--- config.mk ---
export PLATFORM = sky130hd
export DESIGN_NAME = synth_ctrl_regs
export DESIGN_NICKNAME = d
export VERILOG_FILES = /design/src/rtl/synth_ctrl_pkg.sv /design/src/rtl/synth_ctrl_regs_shadow.sv /design/src/rtl/synth_ctrl_regs.sv
export SDC_FILE = /design/constraint.sdc
export NUM_CORES = 1
export LEC_CHECK = 0
export CAP_MARGIN = 20
export CELL_PAD_IN_SITES_DETAIL_PLACEMENT = 0
export CELL_PAD_IN_SITES_GLOBAL_PLACEMENT = 1
export CORE_ASPECT_RATIO = 1.2
export CORE_UTILIZATION = 44
export DETAILED_ROUTE_END_ITERATION = 12
export PLACE_DENSITY = 0.86
export SYNTH_ARGS = -nofsm -noshare
export SYNTH_HDL_FRONTEND = slang
export SYNTH_SLANG_ARGS = --single-unit
--- constraint.sdc ---
create_clock -name CLK -period 5 [get_ports CLK]
set_input_delay 0.75 -clock CLK [delete_from_list [all_inputs] [get_ports CLK]]
set_output_delay 0.75 -clock CLK [all_outputs]
set_load 0.01 [all_outputs]
--- src/rtl/synth_ctrl_pkg.sv ---
// Shared constants and helpers for the synthesiser control register file.
package synth_ctrl_pkg;

  // Global register word addresses
  localparam int ADDR_SHAPE1     = 0;
  localparam int ADDR_SHAPE0     = 1;
  localparam int ADDR_ATTACK     = 2;
  localparam int ADDR_DECAY      = 3;
  localparam int ADDR_SUSTAIN    = 4;
  localparam int ADDR_RLEASE     = 5;
  localparam int ADDR_GLIDE_EN   = 6;
  localparam int ADDR_GLIDE_RATE = 7;
  localparam int ADDR_ARP_EN     = 8;
  localparam int ADDR_ARP_TIME   = 9;
  localparam int ADDR_PINGPONG   = 10;
  localparam int ADDR_CTRL       = 12;
  localparam int ADDR_VERSION    = 13;
  localparam int ADDR_COMMIT     = 14;
  localparam int ADDR_STATUS     = 15;

  // Per-voice block placement
  localparam int VOICE_BASE   = 64;
  localparam int VOICE_STRIDE = 4;

  // Stored field widths
  localparam int W_SHAPE = 2;
  localparam int W_ENV   = 16;
  localparam int W_FLAG  = 1;
  localparam int W_GLIDE = 25;
  localparam int W_ARP   = 16;
  localparam int W_KEY   = 1;
  localparam int W_FREQ  = 7;
  localparam int W_AMP   = 16;

  // Offset of a field inside one voice block
  typedef enum logic [1:0] {
    FLD_KEY  = 2'd0,
    FLD_FREQ = 2'd1,
    FLD_AMP1 = 2'd2,
    FLD_AMP0 = 2'd3
  } voice_field_e;

  // Replace the enabled bytes of old_val with the matching bytes of new_val
  function automatic logic [31:0] be_merge(input logic [31:0] old_val,
                                           input logic [31:0] new_val,
                                           input logic [3:0]  be);
    logic [31:0] res;
    for (int i = 0; i < 4; i++) begin
      res[8*i +: 8] = be[i] ? new_val[8*i +: 8] : old_val[8*i +: 8];
    end
    return res;
  endfunction

endpackage

--- src/rtl/synth_ctrl_regs_shadow.sv ---
// One shadow/live register pair: byte-enabled writes land in the shadow,
// a transfer strobe copies the (pre-write) shadow into the live register.
module ctrl_shadow_reg
  import synth_ctrl_pkg::*;
#(
  parameter int W = 16
) (
  input  logic          clk,
  input  logic          rst_n,
  input  logic          wr_en,
  input  logic [31:0]   wdata,
  input  logic [3:0]    be,
  input  logic          xfer,
  output logic [W-1:0]  shadow_o,
  output logic [W-1:0]  live_o
);

  logic [W-1:0] shadow_q, shadow_d;
  logic [W-1:0] live_q, live_d;

  // Next-state: byte-merged write into shadow, old shadow into live on transfer
  always_comb begin
    shadow_d = shadow_q;
    live_d   = live_q;
    if (wr_en) begin
      shadow_d = W'(be_merge(32'(shadow_q), wdata, be));
    end else begin
      shadow_d = shadow_q;
    end
    if (xfer) begin
      live_d = shadow_q;
    end else begin
      live_d = live_q;
    end
  end

  // Shadow and live state with asynchronous reset
  always_ff @(posedge clk or negedge rst_n) begin
    if (!rst_n) begin
      shadow_q <= '0;
      live_q   <= '0;
    end else begin
      shadow_q <= shadow_d;
      live_q   <= live_d;
    end
  end

  assign shadow_o = shadow_q;
  assign live_o   = live_q;

endmodule

--- src/rtl/synth_ctrl_regs.sv ---
// Avalon-MM control register file for the synthesiser core: shadowed global
// and per-voice parameters with atomic commit on sample tick or immediate mode.
module synth_ctrl_regs
  import synth_ctrl_pkg::*;
#(
  parameter int          NUM_VOICES = 8,
  parameter int          ADDR_W     = 7,
  parameter logic [31:0] VERSION    = 32'h0002_0000
) (
  input  logic                             CLK,
  input  logic                             RESET_N,
  input  logic                             SAMPLE_TICK,
  input  logic [ADDR_W-1:0]                AVL_ADDR,
  input  logic [3:0]                       AVL_BYTE_EN,
  input  logic                             AVL_READ,
  input  logic                             AVL_WRITE,
  input  logic                             AVL_CS,
  input  logic [31:0]                      AVL_WRITEDATA,
  output logic [31:0]                      AVL_READDATA,
  output logic                             AVL_READDATAVALID,
  output logic [1:0]                       SHAPE1,
  output logic [1:0]                       SHAPE0,
  output logic [15:0]                      ATTACK,
  output logic [15:0]                      DECAY,
  output logic [15:0]                      SUSTAIN,
  output logic [15:0]                      RLEASE,
  output logic [15:0]                      ARP_TIME,
  output logic [24:0]                      GLIDE_RATE,
  output logic                             GLIDE_EN,
  output logic                             ARP_EN,
  output logic                             PINGPONGEN,
  output logic [NUM_VOICES-1:0]            KEY,
  output logic [NUM_VOICES-1:0][6:0]       FREQ,
  output logic [NUM_VOICES-1:0][15:0]      AMP1,
  output logic [NUM_VOICES-1:0][15:0]      AMP0,
  output logic                             COMMIT_PENDING
);

  logic wr_s, rd_s;
  logic [10:0] gwr_s;
  logic ctrl_wr_s, commit_wr_s, status_wr_s, commit_req_s;
  logic tick_xfer_s, xfer_s;

  logic imm_q, imm_d, pending_q, pending_d, ovf_q, ovf_d;
  logic [31:0] rdata_s, rdata_q, rdata_d, voice_rdata_s;
  logic valid_q, valid_d;

  logic [1:0]  sh_shape1_s, sh_shape0_s;
  logic [15:0] sh_attack_s, sh_decay_s, sh_sustain_s, sh_rlease_s, sh_arp_time_s;
  logic [24:0] sh_glide_rate_s;
  logic        sh_glide_en_s, sh_arp_en_s, sh_pingpong_s;

  logic [NUM_VOICES-1:0]       key_sh_s;
  logic [NUM_VOICES-1:0][6:0]  freq_sh_s;
  logic [NUM_VOICES-1:0][15:0] amp1_sh_s, amp0_sh_s;
  logic [NUM_VOICES-1:0]       vsel_s;
  logic [NUM_VOICES-1:0][31:0] vrd_s;

  logic [ADDR_W-1:0] voff_s;
  logic              voice_hit_s;
  voice_field_e      voice_fld_s;

  assign wr_s = AVL_WRITE & AVL_CS;
  assign rd_s = AVL_READ & AVL_CS;

  // Global field write strobes, one per address 0..10
  for (genvar g = 0; g < 11; g++) begin : g_gwr
    assign gwr_s[g] = wr_s && (AVL_ADDR == ADDR_W'(g));
  end

  assign ctrl_wr_s   = wr_s && (AVL_ADDR == ADDR_W'(ADDR_CTRL));
  assign commit_wr_s = wr_s && (AVL_ADDR == ADDR_W'(ADDR_COMMIT));
  assign status_wr_s = wr_s && (AVL_ADDR == ADDR_W'(ADDR_STATUS));
  assign commit_req_s = commit_wr_s & AVL_BYTE_EN[0] & AVL_WRITEDATA[0];

  // A pending commit is consumed by the tick; immediate mode copies every cycle
  assign tick_xfer_s = SAMPLE_TICK & pending_q;
  assign xfer_s      = imm_q | tick_xfer_s;

  // Voice window decode: offset from VOICE_BASE, voice index, field
  assign voff_s      = AVL_ADDR - ADDR_W'(VOICE_BASE);
  assign voice_hit_s = (AVL_ADDR >= ADDR_W'(VOICE_BASE)) &&
                       (int'(voff_s[ADDR_W-1:2]) < NUM_VOICES);
  assign voice_fld_s = voice_field_e'(voff_s[1:0]);

  ctrl_shadow_reg #(.W(W_SHAPE)) u_shape1 (.clk(CLK), .rst_n(RESET_N), .wr_en(gwr_s[ADDR_SHAPE1]),
    .wdata(AVL_WRITEDATA), .be(AVL_BYTE_EN), .xfer(xfer_s), .shadow_o(sh_shape1_s), .live_o(SHAPE1));
  ctrl_shadow_reg #(.W(W_SHAPE)) u_shape0 (.clk(CLK), .rst_n(RESET_N), .wr_en(gwr_s[ADDR_SHAPE0]),
    .wdata(AVL_WRITEDATA), .be(AVL_BYTE_EN), .xfer(xfer_s), .shadow_o(sh_shape0_s), .live_o(SHAPE0));
  ctrl_shadow_reg #(.W(W_ENV)) u_attack (.clk(CLK), .rst_n(RESET_N), .wr_en(gwr_s[ADDR_ATTACK]),
    .wdata(AVL_WRITEDATA), .be(AVL_BYTE_EN), .xfer(xfer_s), .shadow_o(sh_attack_s), .live_o(ATTACK));
  ctrl_shadow_reg #(.W(W_ENV)) u_decay (.clk(CLK), .rst_n(RESET_N), .wr_en(gwr_s[ADDR_DECAY]),
    .wdata(AVL_WRITEDATA), .be(AVL_BYTE_EN), .xfer(xfer_s), .shadow_o(sh_decay_s), .live_o(DECAY));
  ctrl_shadow_reg #(.W(W_ENV)) u_sustain (.clk(CLK), .rst_n(RESET_N), .wr_en(gwr_s[ADDR_SUSTAIN]),
    .wdata(AVL_WRITEDATA), .be(AVL_BYTE_EN), .xfer(xfer_s), .shadow_o(sh_sustain_s), .live_o(SUSTAIN));
  ctrl_shadow_reg #(.W(W_ENV)) u_rlease (.clk(CLK), .rst_n(RESET_N), .wr_en(gwr_s[ADDR_RLEASE]),
    .wdata(AVL_WRITEDATA), .be(AVL_BYTE_EN), .xfer(xfer_s), .shadow_o(sh_rlease_s), .live_o(RLEASE));
  ctrl_shadow_reg #(.W(W_FLAG)) u_glide_en (.clk(CLK), .rst_n(RESET_N), .wr_en(gwr_s[ADDR_GLIDE_EN]),
    .wdata(AVL_WRITEDATA), .be(AVL_BYTE_EN), .xfer(xfer_s), .shadow_o(sh_glide_en_s), .live_o(GLIDE_EN));
  ctrl_shadow_reg #(.W(W_GLIDE)) u_glide_rate (.clk(CLK), .rst_n(RESET_N), .wr_en(gwr_s[ADDR_GLIDE_RATE]),
    .wdata(AVL_WRITEDATA), .be(AVL_BYTE_EN), .xfer(xfer_s), .shadow_o(sh_glide_rate_s), .live_o(GLIDE_RATE));
  ctrl_shadow_reg #(.W(W_FLAG)) u_arp_en (.clk(CLK), .rst_n(RESET_N), .wr_en(gwr_s[ADDR_ARP_EN]),
    .wdata(AVL_WRITEDATA), .be(AVL_BYTE_EN), .xfer(xfer_s), .shadow_o(sh_arp_en_s), .live_o(ARP_EN));
  ctrl_shadow_reg #(.W(W_ARP)) u_arp_time (.clk(CLK), .rst_n(RESET_N), .wr_en(gwr_s[ADDR_ARP_TIME]),
    .wdata(AVL_WRITEDATA), .be(AVL_BYTE_EN), .xfer(xfer_s), .shadow_o(sh_arp_time_s), .live_o(ARP_TIME));
  ctrl_shadow_reg #(.W(W_FLAG)) u_pingpong (.clk(CLK), .rst_n(RESET_N), .wr_en(gwr_s[ADDR_PINGPONG]),
    .wdata(AVL_WRITEDATA), .be(AVL_BYTE_EN), .xfer(xfer_s), .shadow_o(sh_pingpong_s), .live_o(PINGPONGEN));

  // Per-voice registers and their read words
  for (genvar v = 0; v < NUM_VOICES; v++) begin : g_voice
    assign vsel_s[v] = voice_hit_s && (int'(voff_s[ADDR_W-1:2]) == v);

    ctrl_shadow_reg #(.W(W_KEY)) u_key (.clk(CLK), .rst_n(RESET_N),
      .wr_en(wr_s && vsel_s[v] && (voice_fld_s == FLD_KEY)),
      .wdata(AVL_WRITEDATA), .be(AVL_BYTE_EN), .xfer(xfer_s), .shadow_o(key_sh_s[v]), .live_o(KEY[v]));
    ctrl_shadow_reg #(.W(W_FREQ)) u_freq (.clk(CLK), .rst_n(RESET_N),
      .wr_en(wr_s && vsel_s[v] && (voice_fld_s == FLD_FREQ)),
      .wdata(AVL_WRITEDATA), .be(AVL_BYTE_EN), .xfer(xfer_s), .shadow_o(freq_sh_s[v]), .live_o(FREQ[v]));
    ctrl_shadow_reg #(.W(W_AMP)) u_amp1 (.clk(CLK), .rst_n(RESET_N),
      .wr_en(wr_s && vsel_s[v] && (voice_fld_s == FLD_AMP1)),
      .wdata(AVL_WRITEDATA), .be(AVL_BYTE_EN), .xfer(xfer_s), .shadow_o(amp1_sh_s[v]), .live_o(AMP1[v]));
    ctrl_shadow_reg #(.W(W_AMP)) u_amp0 (.clk(CLK), .rst_n(RESET_N),
      .wr_en(wr_s && vsel_s[v] && (voice_fld_s == FLD_AMP0)),
      .wdata(AVL_WRITEDATA), .be(AVL_BYTE_EN), .xfer(xfer_s), .shadow_o(amp0_sh_s[v]), .live_o(AMP0[v]));

    assign vrd_s[v] = !vsel_s[v]                ? 32'd0 :
                      (voice_fld_s == FLD_KEY)  ? {31'd0, key_sh_s[v]} :
                      (voice_fld_s == FLD_FREQ) ? {25'd0, freq_sh_s[v]} :
                      (voice_fld_s == FLD_AMP1) ? {16'd0, amp1_sh_s[v]} :
                                                  {16'd0, amp0_sh_s[v]};
  end

  // Collapse the one-hot voice read words into a single word
  always_comb begin
    voice_rdata_s = 32'd0;
    for (int v = 0; v < NUM_VOICES; v++) begin
      voice_rdata_s = voice_rdata_s | vrd_s[v];
    end
  end

  // Read mux: zero-extended shadow values, constants, status; unmapped reads 0
  always_comb begin
    rdata_s = 32'd0;
    case (AVL_ADDR)
      ADDR_W'(ADDR_SHAPE1):     rdata_s = {30'd0, sh_shape1_s};
      ADDR_W'(ADDR_SHAPE0):     rdata_s = {30'd0, sh_shape0_s};
      ADDR_W'(ADDR_ATTACK):     rdata_s = {16'd0, sh_attack_s};
      ADDR_W'(ADDR_DECAY):      rdata_s = {16'd0, sh_decay_s};
      ADDR_W'(ADDR_SUSTAIN):    rdata_s = {16'd0, sh_sustain_s};
      ADDR_W'(ADDR_RLEASE):     rdata_s = {16'd0, sh_rlease_s};
      ADDR_W'(ADDR_GLIDE_EN):   rdata_s = {31'd0, sh_glide_en_s};
      ADDR_W'(ADDR_GLIDE_RATE): rdata_s = {7'd0, sh_glide_rate_s};
      ADDR_W'(ADDR_ARP_EN):     rdata_s = {31'd0, sh_arp_en_s};
      ADDR_W'(ADDR_ARP_TIME):   rdata_s = {16'd0, sh_arp_time_s};
      ADDR_W'(ADDR_PINGPONG):   rdata_s = {31'd0, sh_pingpong_s};
      ADDR_W'(ADDR_CTRL):       rdata_s = {31'd0, imm_q};
      ADDR_W'(ADDR_VERSION):    rdata_s = VERSION;
      ADDR_W'(ADDR_STATUS):     rdata_s = {30'd0, ovf_q, pending_q};
      default:                  rdata_s = voice_rdata_s;
    endcase
  end

  // Control/status next state: IMMEDIATE bit, commit pending and sticky overflow
  always_comb begin
    imm_d     = imm_q;
    pending_d = pending_q;
    ovf_d     = ovf_q;
    rdata_d   = rdata_q;
    valid_d   = rd_s;
    if (ctrl_wr_s && AVL_BYTE_EN[0]) begin
      imm_d = AVL_WRITEDATA[0];
    end else begin
      imm_d = imm_q;
    end
    if (tick_xfer_s) begin
      // A commit landing on the transfer tick re-arms for the next tick
      pending_d = commit_req_s;
      ovf_d     = ovf_q;
    end else if (commit_req_s) begin
      pending_d = 1'b1;
      ovf_d     = ovf_q | pending_q;
    end else begin
      pending_d = pending_q;
      ovf_d     = ovf_q;
    end
    if (status_wr_s && AVL_BYTE_EN[0] && AVL_WRITEDATA[1]) begin
      ovf_d = 1'b0;
    end else begin
      ovf_d = ovf_d;
    end
    if (rd_s) begin
      rdata_d = rdata_s;
    end else begin
      rdata_d = rdata_q;
    end
  end

  // Control/status and read-return registers
  always_ff @(posedge CLK or negedge RESET_N) begin
    if (!RESET_N) begin
      imm_q     <= 1'b0;
      pending_q <= 1'b0;
      ovf_q     <= 1'b0;
      rdata_q   <= 32'd0;
      valid_q   <= 1'b0;
    end else begin
      imm_q     <= imm_d;
      pending_q <= pending_d;
      ovf_q     <= ovf_d;
      rdata_q   <= rdata_d;
      valid_q   <= valid_d;
    end
  end

  assign AVL_READDATA      = rdata_q;
  assign AVL_READDATAVALID = valid_q;
  assign COMMIT_PENDING    = pending_q;

endmodule

=== After elaboration in Yosys (flattened, before gate mapping) ===
Cells that the tools add are included.

* $add $sub $neg: 1
* Eq/ne operators: 25
* $lt $le $gt $ge: 2
* Multiplexer cells: 38
* Shifts and indexed selects: 0
* Multipliers: 0
* Bitwise operators: 14
* Divide/modulo/power cells: 0
* Reduce and logical (&&, ||, !) cells: 139

{| class="wikitable"
|+ Operators with widths
! cell !! count
|-
| $mux 16 || 32
|-
| $pmux 25 s14 || 1
|-
| $reduce_and 2->1 || 68
|-
| $or 16x16->16 || 7
|-
| $logic_and 1x1->1 || 66
|-
| $eq 7x4->1 const B || 7
|-
| $eq 7x3->1 const B || 4
|-
| $eq 5x4->1 const B || 4
|-
| $eq 7x2->1 const B || 2
|-
| $eq 5x3->1 const B || 2
|-
| $eq 7x1->1 const B || 1
|-
| $ge 7x7->1 const B || 1
|-
| $logic_not 7->1 || 1
|-
| $sub 7x7->7 const B || 1
|-
| $and 1x1->1 || 5
|-
| $eq 5x2->1 const B || 1
|-
| $logic_not 5->1 || 1
|-
| $lt 5x4->1 const B || 1
|-
| $mux 1 || 5
|-
| $eq 2x2->1 const B || 2
|-
| $reduce_bool 2->1 || 2
|-
| $eq 2x1->1 const B || 1
|-
| $logic_not 2->1 || 1
|-
| $ne 2x1->1 const B || 1
|-
| $or 1x1->1 || 2
|}

* ROM bits: 0
* Flip-flop bits (word level): 900
* Latch bits: 0
* Word-level logic and storage cells: 334
* Input bits: 49
* Bits in writable memories: 0
* Memories kept: 0

=== Depth between registers and ports, before layout ===
Gate-level depths: netlist (run 1).

* Depth after elaboration: 14
* Depth in mapped cells: 10
* Gate-level depth less buffers: 6

=== Hierarchy ===
From an unflattened synthesis (run 1), not the netlist that was laid out.

* Cell total of the unflattened synthesis: 2,525
* Area, all modules: 38,498.2 µm²

{| class="wikitable"
|+ Modules (own cells, without submodules)
! module !! area an instance (µm²) !! times used !! seq. area each (µm²) !! cells an instance
|-
| ctrl_shadow_reg at g_voice[0].u_amp0 ... || 1,242.4 || 21 || 800.8 || 68
|-
| synth_ctrl_regs || 5,133.7 || 1 || 725.7 || 677
|-
| ctrl_shadow_reg at g_voice[0].u_freq ... || 525.5 || 8 || 350.3 || 30
|-
| ctrl_shadow_reg at u_glide_rate || 1,870.5 || 1 || 1,251.2 || 107
|-
| ctrl_shadow_reg at g_voice[0].u_key ... || 80.1 || 11 || 50.0 || 5
|-
| ctrl_shadow_reg at u_shape0 ... || 158.9 || 2 || 100.1 || 9
|}

=== Least setup slack after synthesis (run 1) ===
Ideal clock, no wire load.

* Path type: input-to-reg
* Start point: in AVL_ADDR[1]
* End point: reg rdata_q[4] (netlist: AVL_READDATA[4])
* Data arrival time: 2,260 ps
* Library setup time: 126 ps
* Stages: 9
* Slack: 2,615 ps
* Path buffers: 3
* Data required time: 4,874 ps
* Path through: buf_2 -> nor2b_1 -> buf_2 -> buf_2 -> mux2_1 -> a22oi_1 -> nand4_1 -> o21ai_0 -> a21oi_1

* Cells in the longest elaborated chain, start to end: 14

{| class="wikitable"
|+ RTL lines
! item !! line !! text
|-
| start, declared || synth_ctrl_regs.sv:13 || <nowiki>input logic [ADDR_W-1:0] AVL_ADDR,</nowiki>
|-
| parallel branches: the longest is 13 deep, another holds $sub 7x7->7 || -- ||
|-
| $pmux 25 s14 (*) || synth_ctrl_regs.sv:144 || <nowiki>case (AVL_ADDR)</nowiki>
|-
| end signal, assigned || synth_ctrl_regs.sv:210 || <nowiki>rdata_q <= rdata_d;</nowiki>
|-
| end, declared || synth_ctrl_regs.sv:45 || <nowiki>logic [31:0] rdata_s, rdata_q, rdata_d, voice_rdata_s;</nowiki>
|}

Mark *: on every way between the ends.
A chain may end at the register's enable or synchronous reset.

=== Final worst setup path (run 1) ===
* Start point: in AVL_ADDR[2]
* End point: reg u_glide_rate.shadow_q[23] (netlist: u_glide_rate.shadow_o[23])

* Cells in the longest elaborated chain, start to end: 3

{| class="wikitable"
|+ RTL lines
! item !! line !! text
|-
| $eq 7x3->1 || synth_ctrl_regs.sv:68 || <nowiki>assign gwr_s[g] = wr_s && (AVL_ADDR == ADDR_W'(g));</nowiki>
|-
| $logic_and 1x1->1 || synth_ctrl_regs.sv:68 ||
|-
| $reduce_and 2->1 (no source line) || -- ||
|-
| end signal, assigned || synth_ctrl_regs_shadow.sv:43 || <nowiki>shadow_q <= shadow_d;</nowiki>
|-
| end, declared || synth_ctrl_regs_shadow.sv:18 || <nowiki>logic [W-1:0] shadow_q, shadow_d;</nowiki>
|}

Every way passes these cells.

==> results.json, run 1 <==
{
  "power.leakage_nw": 22.7,
  "fmax_ghz": 0.272,
  "timing.max_cap.violations": 0,
  "hold_buffers": 0,
  "reg2reg_setup_slack_ns": 2.74,
  "antenna_found_initial": 4,
  "synth-edff-count": 0,
  "avgSynthCellArea_sq_um": 14.8,
  "port_buffers": 500,
  "grt_start_max_net_pins": 161,
  "reg2reg_depth": 3,
  "place_congestion": 0.916,
  "slew_viol_final": 0,
  "critPathLaunch": "AVL_ADDR[2]",
  "hold_viol_final": 0,
  "drt_iter0_drc": 1958,
  "worstSetupPathType": "input pin to flip-flop",
  "yosys_register_bits": 893,
  "ys_seq_area_share_pct": 59.5,
  "cts.clk_slew.worst_paths_ns": 0.06,
  "wl_microns": 114000,
  "grt_pass1_vias": 25104,
  "hold_path_class": "input pin to asynchronous set/reset pin",
  "initial_core_util_pct": 44.4,
  "p_total_mw": 15.3,
  "max_slew_margin_pct": 20.8,
  "fin_crit_sh_pct": 73.6,
  "ys.flop_type": "dfrtp_1",
  "synth_most_common_cell": "dfrtp_1",
  "start_kind": "input pin",
  "crit_path_end": "u_glide_rate.shadow_o[23]$_DFFE_PN0P_",
  "critical_path_required_ns": 5.52,
  "p_per_area_nw_per_um2": 329,
  "synthTopCellsByCount": "dfrtp_1, mux2_2, mux2_1, mux2i_1",
  "final_nets": 3074,
  "drive_above_1_share_pct": 24.7,
  "timing.hold.ws_ns": 0.0261,
  "synth_cell_types": 63,
  "syn_to_final_growth_pct": 24.2,
  "cts_tree": "done",
  "synthTopCellsByArea": "dfrtp_1, mux2_2, mux2_1, mux2i_1, nor2_4",
  "dr.pass1.iters": 5,
  "hpwlAfterDp_microns": 81100,
  "core-area_sq_um": 84600,
  "grt_pass1_wl_microns": 168000,
  "yosysTopAreaCell": "dfrtp_1",
  "cts-buffers-inserted": 90,
  "nFillCells": 6853,
  "netlist_area_sq_um": 37500,
  "via_count": 24043,
  "crit_arrival_ns": 4.20,
  "multiInputGateArea_sq_um": 14400,
  "ios": 515,
  "skew_ns": 0.0327,
  "cts_max_path_buffers": 3,
  "synthCells": 2545,
  "crit_path_end_kind": "flip-flop",
  "route.antenna.remaining_nets": 0,
  "dieArea_sq_um": 86500,
  "crit_fanout": 15,
  "via_per_inst": 5.69,
  "wl_per_cell_microns": 27.0,
  "outcome": "finished, final reports clean",
  "post_cts_buffers": 0,
  "r2r_end": "g_voice[1].u_amp1.live_o[11]$_DFFE_PN0P_",
  "num_rows": 117,
  "grt.overflow.total": 0,
  "htreeDepth": 3,
  "root_buffer": "clkbuf_16",
  "setup-tns-final_ns": 0,
  "rsz0062_at_grt": "no",
  "synth_top_cell_area_share_pct": 59.5,
  "clk-insertion-delay-late_ns": 0.65,
  "ir_drop_uv": 231,
  "ctsResizeCount": 0,
  "clock-sinks": 893,
  "fin_crit_ns": 3.68,
  "route.detailed.drc": 0,
  "finalSetupViolations": 0,
  "rr_startpoint": "COMMIT_PENDING$_DFFE_PN0P_",
  "register_area_sq_um": 22300,
  "die_w_microns": 269,
  "async_reset_ff_share_pct": 100,
  "grt_usage_pct": 26.4,
  "tightest_slew_ns": 1.18,
  "die_h_microns": 322,
  "yosysWarningCount": 0
}
## power by group
part	switching (mW)	total [mW]	leakage [nW]	internal, mW
Combinational	0.591	0.988	8.82	0.397
Sequential	0.147	7.55	12.4	7.40
Clock	2.84	6.79	1.45	3.95
## layout make-up
class / instances / share of cell area, %
inverters: 5 / 0.0402
well taps: 1130 / 3.03
clock buffers: 134 / 5.73
flip-flops and latches: 893 / 47.9
multi-input cells: 1487 / 30.9
diodes: 1 / 0.00537
repair buffers: 548 / 11.8
clock inverters: 28 / 0.641
## per-layer routing
metal | up-vias | wire, microns | track usage (%)
met5 | - | 27 | 0
met1 | 12648 | 46600 | 34.5
met3 | 233 | 8270 | 5.73
met2 | 952 | 53900 | 41.9
li1 | 10206 | - | -
met4 | 4 | 5230 | 12.1
## cell families after synthesis
group	synth area share (%)
xor+xnor	0.0233
other cells	0.00999
mux	29.9
simple gates	4.32
compound gates	3.96
buf+inv	2.28
flops	59.5
## critical path, stage by stage
cell,delay (ns)
clkdlybuf4s50_1,1.00
nor2b_1,0.72
nand2_1,0.66
nor2_2,0.40
nand3_2,0.26
mux2_1,0.40
## sequential cells by signal, summed over array words and instances, names as in the netlist, 25 cells and up
register                 cells
u_glide_rate.live_o         25
g_voice.u_freq.shadow_o     56
g_voice.u_amp1.shadow_o    128
g_voice.u_freq.live_o       56
g_voice.u_amp0.live_o      128
g_voice.u_amp1.live_o      128
g_voice.u_amp0.shadow_o    128
u_glide_rate.shadow_o       25
AVL_READDATA                25
## metrics by stage
| step | util, % | cells | instance area [sq um] | worst slack, ns |
|---|---|---|---|---|
| after CTS | 55.1 | 4224 | 46600 | 1.49 |
| after detailed placement | 51.6 | 4062 | 43600 | 0.809 |
| after global routing | 55.1 | 4225 | 46600 | 1.39 |
| after global placement | 51.6 | 4062 | 43600 | 0.917 |
| final | 55.1 | 4226 | 46600 | 1.32 |
| after floorplan | - | 2551 | 37600 | 2.61 |
## how the worst min path moves through the flow
stage                                       startpoint                                   to  cells after the start
after floorplan                                RESET_N          AVL_READDATAVALID$_DFF_PN0_                      0
after global placement    AVL_READDATA[20]$_DFFE_PN0P_         AVL_READDATA[20]$_DFFE_PN0P_                      2
after detailed placement   AVL_READDATA[7]$_DFFE_PN0P_          AVL_READDATA[7]$_DFFE_PN0P_                      2
after CTS                                      RESET_N  u_glide_rate.live_o[13]$_DFFE_PN0P_                      1
after global routing                           RESET_N  u_glide_rate.live_o[13]$_DFFE_PN0P_                      1
final                                          RESET_N  u_glide_rate.live_o[13]$_DFFE_PN0P_                      1
## cell usage in the layout (no fill, tap or decap), types with 5 or more instances in the layout
cell / Yosys / layout
dfrtp_1: 893 / 893
clkdlybuf4s50_1: 0 / 494
mux2_2: 476 / 476
mux2_1: 427 / 427
clkbuf_16: 0 / 92
mux2i_1: 88 / 88
nand2_1: 63 / 63
o22ai_1: 43 / 43
nor2_4: 41 / 41
a21oi_1: 39 / 38
nor2_1: 37 / 37
a22oi_1: 37 / 37
buf_4: 24 / 36
nand3_1: 32 / 32
o21ai_1: 21 / 21
clkbuf_8: 0 / 21
clkbuf_1: 68 / 21
nand2_2: 16 / 16
o21ai_0: 16 / 16
clkinv_2: 0 / 14
a221oi_1: 13 / 13
nor2_2: 11 / 11
nor3_1: 11 / 11
buf_12: 0 / 11
nand4_1: 10 / 10
a22o_1: 10 / 10
a31oi_1: 8 / 8
mux4_2: 8 / 8
o31ai_1: 7 / 7
conb_1: 1 / 7
clkinvlp_4: 0 / 6
and3_1: 5 / 5
bufinv_16: 0 / 5
Power figures use the tool's default switching activity.
==> inputs of run 2 (changes only) <==
==> constraint.sdc (replaced) <==
create_clock -name CLK -period 3.6 [get_ports CLK]
set_input_delay 0.54 -clock CLK [delete_from_list [all_inputs] [get_ports CLK]]
set_output_delay 0.54 -clock CLK [all_outputs]
set_load 0.01 [all_outputs]
==> run 2 against run 1 <==
  * Via count is 0.54% higher
  * Worst hold slack better by 0.43 ns
  * Sequential share of layout area is 0.71 points lower
  * Worst setup slack worse by 0.58 ns
  * Register-to-register slack worse by 1.2 ns
  * Flip-flop and latch count stayed put
  * Clock power is 46% higher
  * Cell count is 1.2% higher
  * Combinational power is 44% higher
  * Critical endpoint is now g_voice[3].u_amp1.shadow_o[0]$_DFFE_PN0P_
==> results.json, run 2 (synthesis results as in run 1) <==
{
  "outcome": "finished, final reports clean",
  "dieArea_sq_um": 86500,
  "final_cell_mix": "dfrtp_1, clkdlybuf4s50_1, mux2_2",
  "die_w_microns": 269,
  "cpMostUsedCell": "nor2_4",
  "timing.max_cap.violations": 0,
  "route.antenna.remaining_nets": 0,
  "num_rows": 117,
  "critical_path_required_ns": 4.13,
  "busiest_layer": "met2",
  "initial_core_util_pct": 44.4,
  "core-area_sq_um": 84600,
  "rsz0062_at_grt": "no",
  "gr-usage-met1_pct": 35.3,
  "clock-sinks": 893,
  "cts.clk_slew.worst_paths_ns": 0.06,
  "grt_start_max_net_pins": 111,
  "ios": 515,
  "antenna_found_initial": 6,
  "cts_tree": "done",
  "use_met2_pct": 42.2,
  "place_congestion": 0.909,
  "dr.pass1.iters": 5,
  "hold_path_class": "input pin to asynchronous set/reset pin",
  "p_per_area_nw_per_um2": 461,
  "crit_fanout": 9,
  "clk-insertion-delay-late_ns": 0.66,
  "fin_crit_ns": 2.86,
  "root_buffer": "clkbuf_16",
  "drt_iter0_drc": 1734,
  "slew_viol_final": 0,
  "cts_max_path_buffers": 3,
  "setup-tns-final_ns": 0,
  "crit_path_end_kind": "flip-flop",
  "finalSetupViolations": 0,
  "rr_startpoint": "COMMIT_PENDING$_DFFE_PN0P_",
  "cts-buffers-inserted": 90,
  "htreeDepth": 3,
  "grt_usage_pct": 26.8,
  "fmax_ghz": 0.349,
  "worstSetupPathType": "input pin to flip-flop",
  "crit_arrival_ns": 3.39,
  "use_met3_pct": 5.03,
  "die_h_microns": 322,
  "grt_pass1_wl_microns": 171000,
  "layout_commonest_cell": "dfrtp_1",
  "power.leakage_nw": 23.1,
  "via_per_inst": 5.65,
  "via_count": 24173,
  "crit_slowest_cell": "clkdlybuf4s50_1",
  "route.detailed.drc": 0,
  "tightest_slew_ns": 1.18,
  "critPathLaunch": "AVL_ADDR[2]",
  "wl_microns": 115000,
  "final_core_util_pct": 55.9,
  "grt_pass1_vias": 25677,
  "skew_ns": 0.0234,
  "port_buffers": 500,
  "fin_crit_sh_pct": 79.5,
  "path_cells": "clkdlybuf4s50_1 -> buf_4 -> nand2_1 -> nor2_4 -> nand2_2 -> nor2_4 -> mux2_1",
  "place_area_sq_um": 44100,
  "max_slew_margin_pct": 20.8,
  "drive_above_1_share_pct": 26.1,
  "hold_viol_final": 0,
  "final_nets": 3123,
  "finalInstanceArea_sq_um": 47300,
  "ir_drop_uv": 378,
  "cp_slowest_stage_delay_ns": 0.77,
  "grt.overflow.total": 0,
  "start_kind": "input pin",
  "wl_per_cell_microns": 27.0,
  "hpwlAfterDp_microns": 83500,
  "syn_to_final_growth_pct": 26.1
}
[run 2: changes by cell type in the layout (fill, tap and decap cells not counted), moves of 3 or more]
cell        delta
buf_12        +11
clkinvlp_4     -3
buf_4         +36
bufinv_16      +5
clkbuf_1       -9
[run 2: cell type report]
| cell class | count | area, sq um |
|---|---|---|
| clock buffers | 125 | 2610 |
| multi-input cells | 1487 | 14400 |
| fillers | 6721 | 37300 |
| flip-flops and latches | 893 | 22300 |
| inverters | 5 | 18.8 |
| repair buffers | 597 | 6020 |
| diodes | 1 | 2.50 |
| well taps | 1130 | 1410 |
| clock inverters | 37 | 532 |
[run 2: critical path: cells and delay by family]
family / cells / cell delay, ns
and+or+nand+nor: 4 / 1.42
muxes: 1 / 0.37
buffers and inverters: 2 / 1.03
[run 2: routing by layer]
layer | part of all wire (%) | routed length (microns)
met3 | 6.3 | 7250
met2 | 47 | 54200
met5 | 0.039 | 45
met1 | 42 | 48100
met4 | 5.1 | 5890
[run 2: stage by stage]
stage                     hold WS (ns)  std cells  setup slack [ns]  power [mW]
after floorplan                  0.244       2551              1.42        11.2
after global placement           0.470       4109             0.253        12.0
after CTS                        0.451       4272             0.854        22.0
after detailed placement         0.474       4109             0.198        12.1
after global routing             0.478       4275             0.668        22.5
final                            0.458       4275             0.737        21.8
[run 2: worst paths after layout]
check | to | slack, ns | depth (start not counted)
worst max-delay path | g_voice[3].u_amp1.shadow_o[0]$_DFFE_PN0P_ | 0.74 | 7
worst min-delay path | u_arp_time.live_o[11]$_DFFE_PN0P_ | 0.46 | 2
worst max register to register | g_voice[3].u_freq.live_o[0]$_DFFE_PN0P_ | 1.54 | 4
worst min register to register | AVL_READDATA[19]$_DFFE_PN0P_ | 0.49 | 2
max in group asynchronous | u_sustain.live_o[6]$_DFFE_PN0P_ | 1.96 | 4
min in group CLK | AVL_READDATA[9]$_DFFE_PN0P_ | 0.48 | 3
[run 2: power by group]
part	internal, mW	total (mW)	leakage, nW	switching, mW
Combinational	0.589	1.42	9.11	0.827
Sequential	10.3	10.5	12.4	0.213
Clock	5.82	9.89	1.55	4.07
[run 2: repair_timing]
action	CTS	global route
resized for setup	0	0
buffers inserted	0	0
hold buffers	1	0
endpoints found under the hold margin	61	0
==> RTL edit 1: new RTL, flow settings as in run 1 <==
`ADDR_W`: 7 -> 6.
--- a/src/rtl/synth_ctrl_regs.sv
+++ b/src/rtl/synth_ctrl_regs.sv
@@ -4,7 +4,7 @@
   import synth_ctrl_pkg::*;
 #(
   parameter int          NUM_VOICES = 8,
-  parameter int          ADDR_W     = 7,
+  parameter int          ADDR_W     = 6,
   parameter logic [31:0] VERSION    = 32'h0002_0000
 ) (
   input  logic                             CLK,
Ports: changed (resized AVL_ADDR); port bits go from 515 to 514. The function was not compared with the original's and may differ.
==> RTL edit 1 against run 1 <==
Total power grew 7.8%. Routed wire length up 1.8%. Non-clock buffer count up 10. Die area decreased by 2.8%. Core utilization is 0.58 points higher. Maximum frequency up 5.6%. Final area decreased by 2.0%. Setup slack better by 190 ps. Highest routed layer unchanged. Sequential cell count did not move. Largest power group unchanged. Global-route usage increased by 1.2 points. Synthesized area decreased by 2.8%.
==> RTL edit 1: results <==
export IMPL_run_status="finished, final reports clean"
export IMPL_ys_seq_area_frac=0.612
export IMPL_cp_startpoint="AVL_ADDR[1]"
export IMPL_placement_io_buffers=499
export IMPL_place_gp_congestion=0.899
export IMPL_detailedPlacementHpwl_um=82400
export IMPL_multi_input_area_share=0.294
export IMPL_final_hold_worst_slack_ps=157
export IMPL_wl_met3_um=8630
export IMPL_cpMaxStageDelayCell="sky130_fd_sc_hd__nor2b_4"
export IMPL_placementRows=115
export IMPL_grt_pass1_vias=25394
export IMPL_synthXorXnorAreaFrac=0.000240
export IMPL_regToRegStartpoint="g_voice[5].u_amp1.shadow_o[1]"
export IMPL_reg2reg_depth=6
export IMPL_final_nonclk_buf_share=0.122
export IMPL_n_antenna_cell=2
export IMPL_nFillCells=6618
export IMPL_reg2reg_to="AVL_READDATA[1]"
export IMPL_critical_path_peak_fanout=22
export IMPL_crit_end="AVL_READDATA[1]"
export IMPL_synth_lib_cells_used_distinct=62
export IMPL_placement_cell_area_sq_mm=0.0427
export IMPL_clock_buffers=122
export IMPL_dr_total_vias=24061
export IMPL_sh_seq_area=0.489
export IMPL_drt_met1_wl_um=48600
export IMPL_drive_above_1_share=0.320
export IMPL_critPathArrivalTime_ps=4020
export IMPL_rrSetupSlack_ps=2850
==> RTL edit 1: changes by cell type after synthesis, moves of 20 or more <==
cell,delta
sky130_fd_sc_hd__o21ai_0,+22
sky130_fd_sc_hd__nand2_1,+306
sky130_fd_sc_hd__mux2_1,-422
sky130_fd_sc_hd__buf_2,-38
sky130_fd_sc_hd__clkbuf_1,+26
sky130_fd_sc_hd__nor2_2,+22
sky130_fd_sc_hd__mux2_2,+283
sky130_fd_sc_hd__nor2_4,-35
sky130_fd_sc_hd__o21ai_1,-20
==> RTL edit 1: cells by family (layout without fill, tap and decap cells) <==
family	after synthesis	after routing
compound gates	219	219
flops	893	893
mux	848	848
xor+xnor	1	1
other cells	1	9
simple gates	531	531
buf+inv	169	727
==> RTL edit 2: new RTL, settings of run 1 <==
Without the edit above. Take the reset off `rdata_q` and load it in a clocked block of its own.
--- a/src/rtl/synth_ctrl_regs.sv
+++ b/src/rtl/synth_ctrl_regs.sv
@@ -201,15 +201,17 @@
       imm_q     <= 1'b0;
       pending_q <= 1'b0;
       ovf_q     <= 1'b0;
-      rdata_q   <= 32'd0;
       valid_q   <= 1'b0;
     end else begin
       imm_q     <= imm_d;
       pending_q <= pending_d;
       ovf_q     <= ovf_d;
-      rdata_q   <= rdata_d;
       valid_q   <= valid_d;
     end
+  end
+
+  always_ff @(posedge CLK) begin
+    rdata_q <= rdata_d;
   end
 
   assign AVL_READDATA      = rdata_q;
Formal check against the unedited RTL: not equivalent (a bounded check fails within 4 cycles, from zero or initial values and one cycle with RESET_N low).
==> RTL edit 2 against run 1 <==
Setup slack better by 400 ps. Die area decreased by 1.1%. Final area shrank 0.46%. Routed wire length decreased by 2.4%. Sequential cell count did not move. Non-clock buffer count rose by 10. Core utilization grew 0.51 points. First-iteration DRC count shrank 5.7%. Sequential share of layout area up 0.49 points. Largest cell class unchanged. Total power about the same. Synthesized area decreased by 1.1%. Global-route usage fell by 0.33 points.
==> RTL edit 2: results <==
export IMPL_cts_inserted_buffers=88
export IMPL_root_buffer="sky130_fd_sc_hd__clkbuf_16"
export IMPL_synth_top_cells_by_area="sky130_fd_sc_hd__dfrtp_1, sky130_fd_sc_hd__mux2_2, sky130_fd_sc_hd__mux2i_1"
export IMPL_synthXorXnorAreaFrac=0.000236
export IMPL_synth_lib_cells_used_distinct=60
export IMPL_synth_edff_count=25
export IMPL_yosys_warnings=0
export IMPL_first_iter_violations=1847
export IMPL_top_post_synthesis_cells_by_count="sky130_fd_sc_hd__dfrtp_1, sky130_fd_sc_hd__mux2_2, sky130_fd_sc_hd__mux2i_1"
export IMPL_synth_async_reset_ratio=0.972
export IMPL_cpMaxStageDelayCell="sky130_fd_sc_hd__nor4_1"
export IMPL_place_gp_congestion=0.915
export IMPL_postCtsSetupBuffers=0
export IMPL_num_nets_final=3024
export IMPL_tightestPinTransition_ps=1080
export IMPL_leakage_nw=22.0
export IMPL_synthMuxAreaShare=0.299
export IMPL_grt_antenna_before_repair=3
export IMPL_drive_above_1_share=0.376
export IMPL_detail_route_wirelength_um=111000
export IMPL_path_delay_family="simple AND/OR/NAND/NOR gates"
export IMPL_grt_start_max_net_pins=147
export IMPL_run_status="finished, final reports clean"
export IMPL_ys_seq_area_frac=0.605
export IMPL_postCtsResizedCells=0
export IMPL_cts_max_path_buffers=3
export IMPL_synth_compound_gate_area_share=0.0364
export IMPL_critical_path_max_stage_delay_ps=790
export IMPL_detailedPlacementHpwl_um=79900
export IMPL_cts_htree_levels=3
export IMPL_grt_pass1_vias=24749
export IMPL_worst_ir_drop_on_vdd_v=0.000251
export IMPL_via_per_inst=5.65
export IMPL_first_pass_grt_wire_length_um=166000
export IMPL_cts_clk_slew_worst_paths_ps=60
export IMPL_synth_adder_area_share=0
export IMPL_critical_path_peak_fanout=9
export IMPL_placement_cell_area_sq_mm=0.0434
export IMPL_worst_clock_skew_ps=31.8
export IMPL_critPathArrivalTime_ps=3690
export IMPL_grtUsageTotal=0.261
export IMPL_clkLatencyLatePin_ps=650
export IMPL_placement_io_buffers=500
export IMPL_detail_route_first_pass_iterations=5
export IMPL_hold_path_class="in2async"
-- RTL edit 2: cell count changes in the layout (fill, tap and decap cells not counted), sizes merged, moves of 15 or more --
cell / delta
nand2: -15
mux2: -37
nor2: -20
dfrtp: -25
mux2i: +24
o21ai: -27
edfxtp: +25
-- RTL edit 2: through the flow --
stage / total power [mW] / setup WS [ps] / cells / util
final: 15.3 / 1720 / 4169 / 0.556
after global routing: 15.8 / 1740 / 4166 / 0.556
after CTS: 15.4 / 1860 / 4165 / 0.556
after detailed placement: 8.65 / 1170 / 4005 / 0.520
after global placement: 8.62 / 1190 / 4005 / 0.520
after floorplan: 8.08 / 2490 / 2489 / -
-- RTL edit 2: cell families after synthesis --
family,count (synthesis)
muxes,988
xor gates and xnor gates,1
DFF,893
other,1
and+or+nand+nor,240
AOI/OAI and AO/OA,195
buffers and inverters,165
-- RTL edit 2: worst reg2reg max path, delay by kind of cell (launching register included) --
kind | cells | cell delay, ps
AO/OA/AOI/OAI | 1 | 720
buffers and inverters | 1 | 500
flip-flops | 1 | 450
multiplexers | 1 | 610
-- RTL edit 2: layout make-up --
type,instances,area (sq um)
fill,6576,37000
sequential,893,22500
multi-input combinational,1431,13900
timing repair buffer,558,5630
clock buffer,127,2590
tap,1121,1400
clock inverter,33,373
inverter,3,11.3
antenna,3,7.51
-- RTL edit 2: report_power, final --
| part | internal (mW) | switching (mW) | total (mW) |
|---|---|---|---|
| Clock | 3.97 | 2.83 | 6.80 |
| Sequential | 7.43 | 0.150 | 7.58 |
| Combinational | 0.400 | 0.536 | 0.936 |
| Total | 11.8 | 3.52 | 15.3 |
-- RTL edit 2: layer usage --
| metal | GRT usage | routed length (um) | part of all wire | vias up |
|---|---|---|---|---|
| li1 | - | - | - | 10046 |
| met1 | 0.352 | 46600 | 0.42 | 12411 |
| met2 | 0.417 | 53400 | 0.48 | 897 |
| met3 | 0.0407 | 6540 | 0.059 | 216 |
| met4 | 0.114 | 4720 | 0.042 | 4 |
| met5 | 0 | 28 | 0.00025 | - |
-- RTL edit 2: worst paths after layout --
kind                                         startpoint                        endpoint  slack [ps]  cells past startpoint
max in group asynchronous                       RESET_N  g_voice[0].u_amp0.shadow_o[10]        3570                      2
setup / recovery                            AVL_ADDR[6]                 AVL_READDATA[6]        1720                      7
hold / removal                                  RESET_N     g_voice[5].u_amp1.live_o[2]         130                      1
min in group CLK           g_voice[1].u_amp1.live_o[10]    g_voice[1].u_amp1.live_o[10]         500                      1
hold reg to reg            g_voice[1].u_amp1.live_o[10]    g_voice[1].u_amp1.live_o[10]         500                      1
setup reg to reg                         COMMIT_PENDING              u_decay.live_o[10]        2590                      3
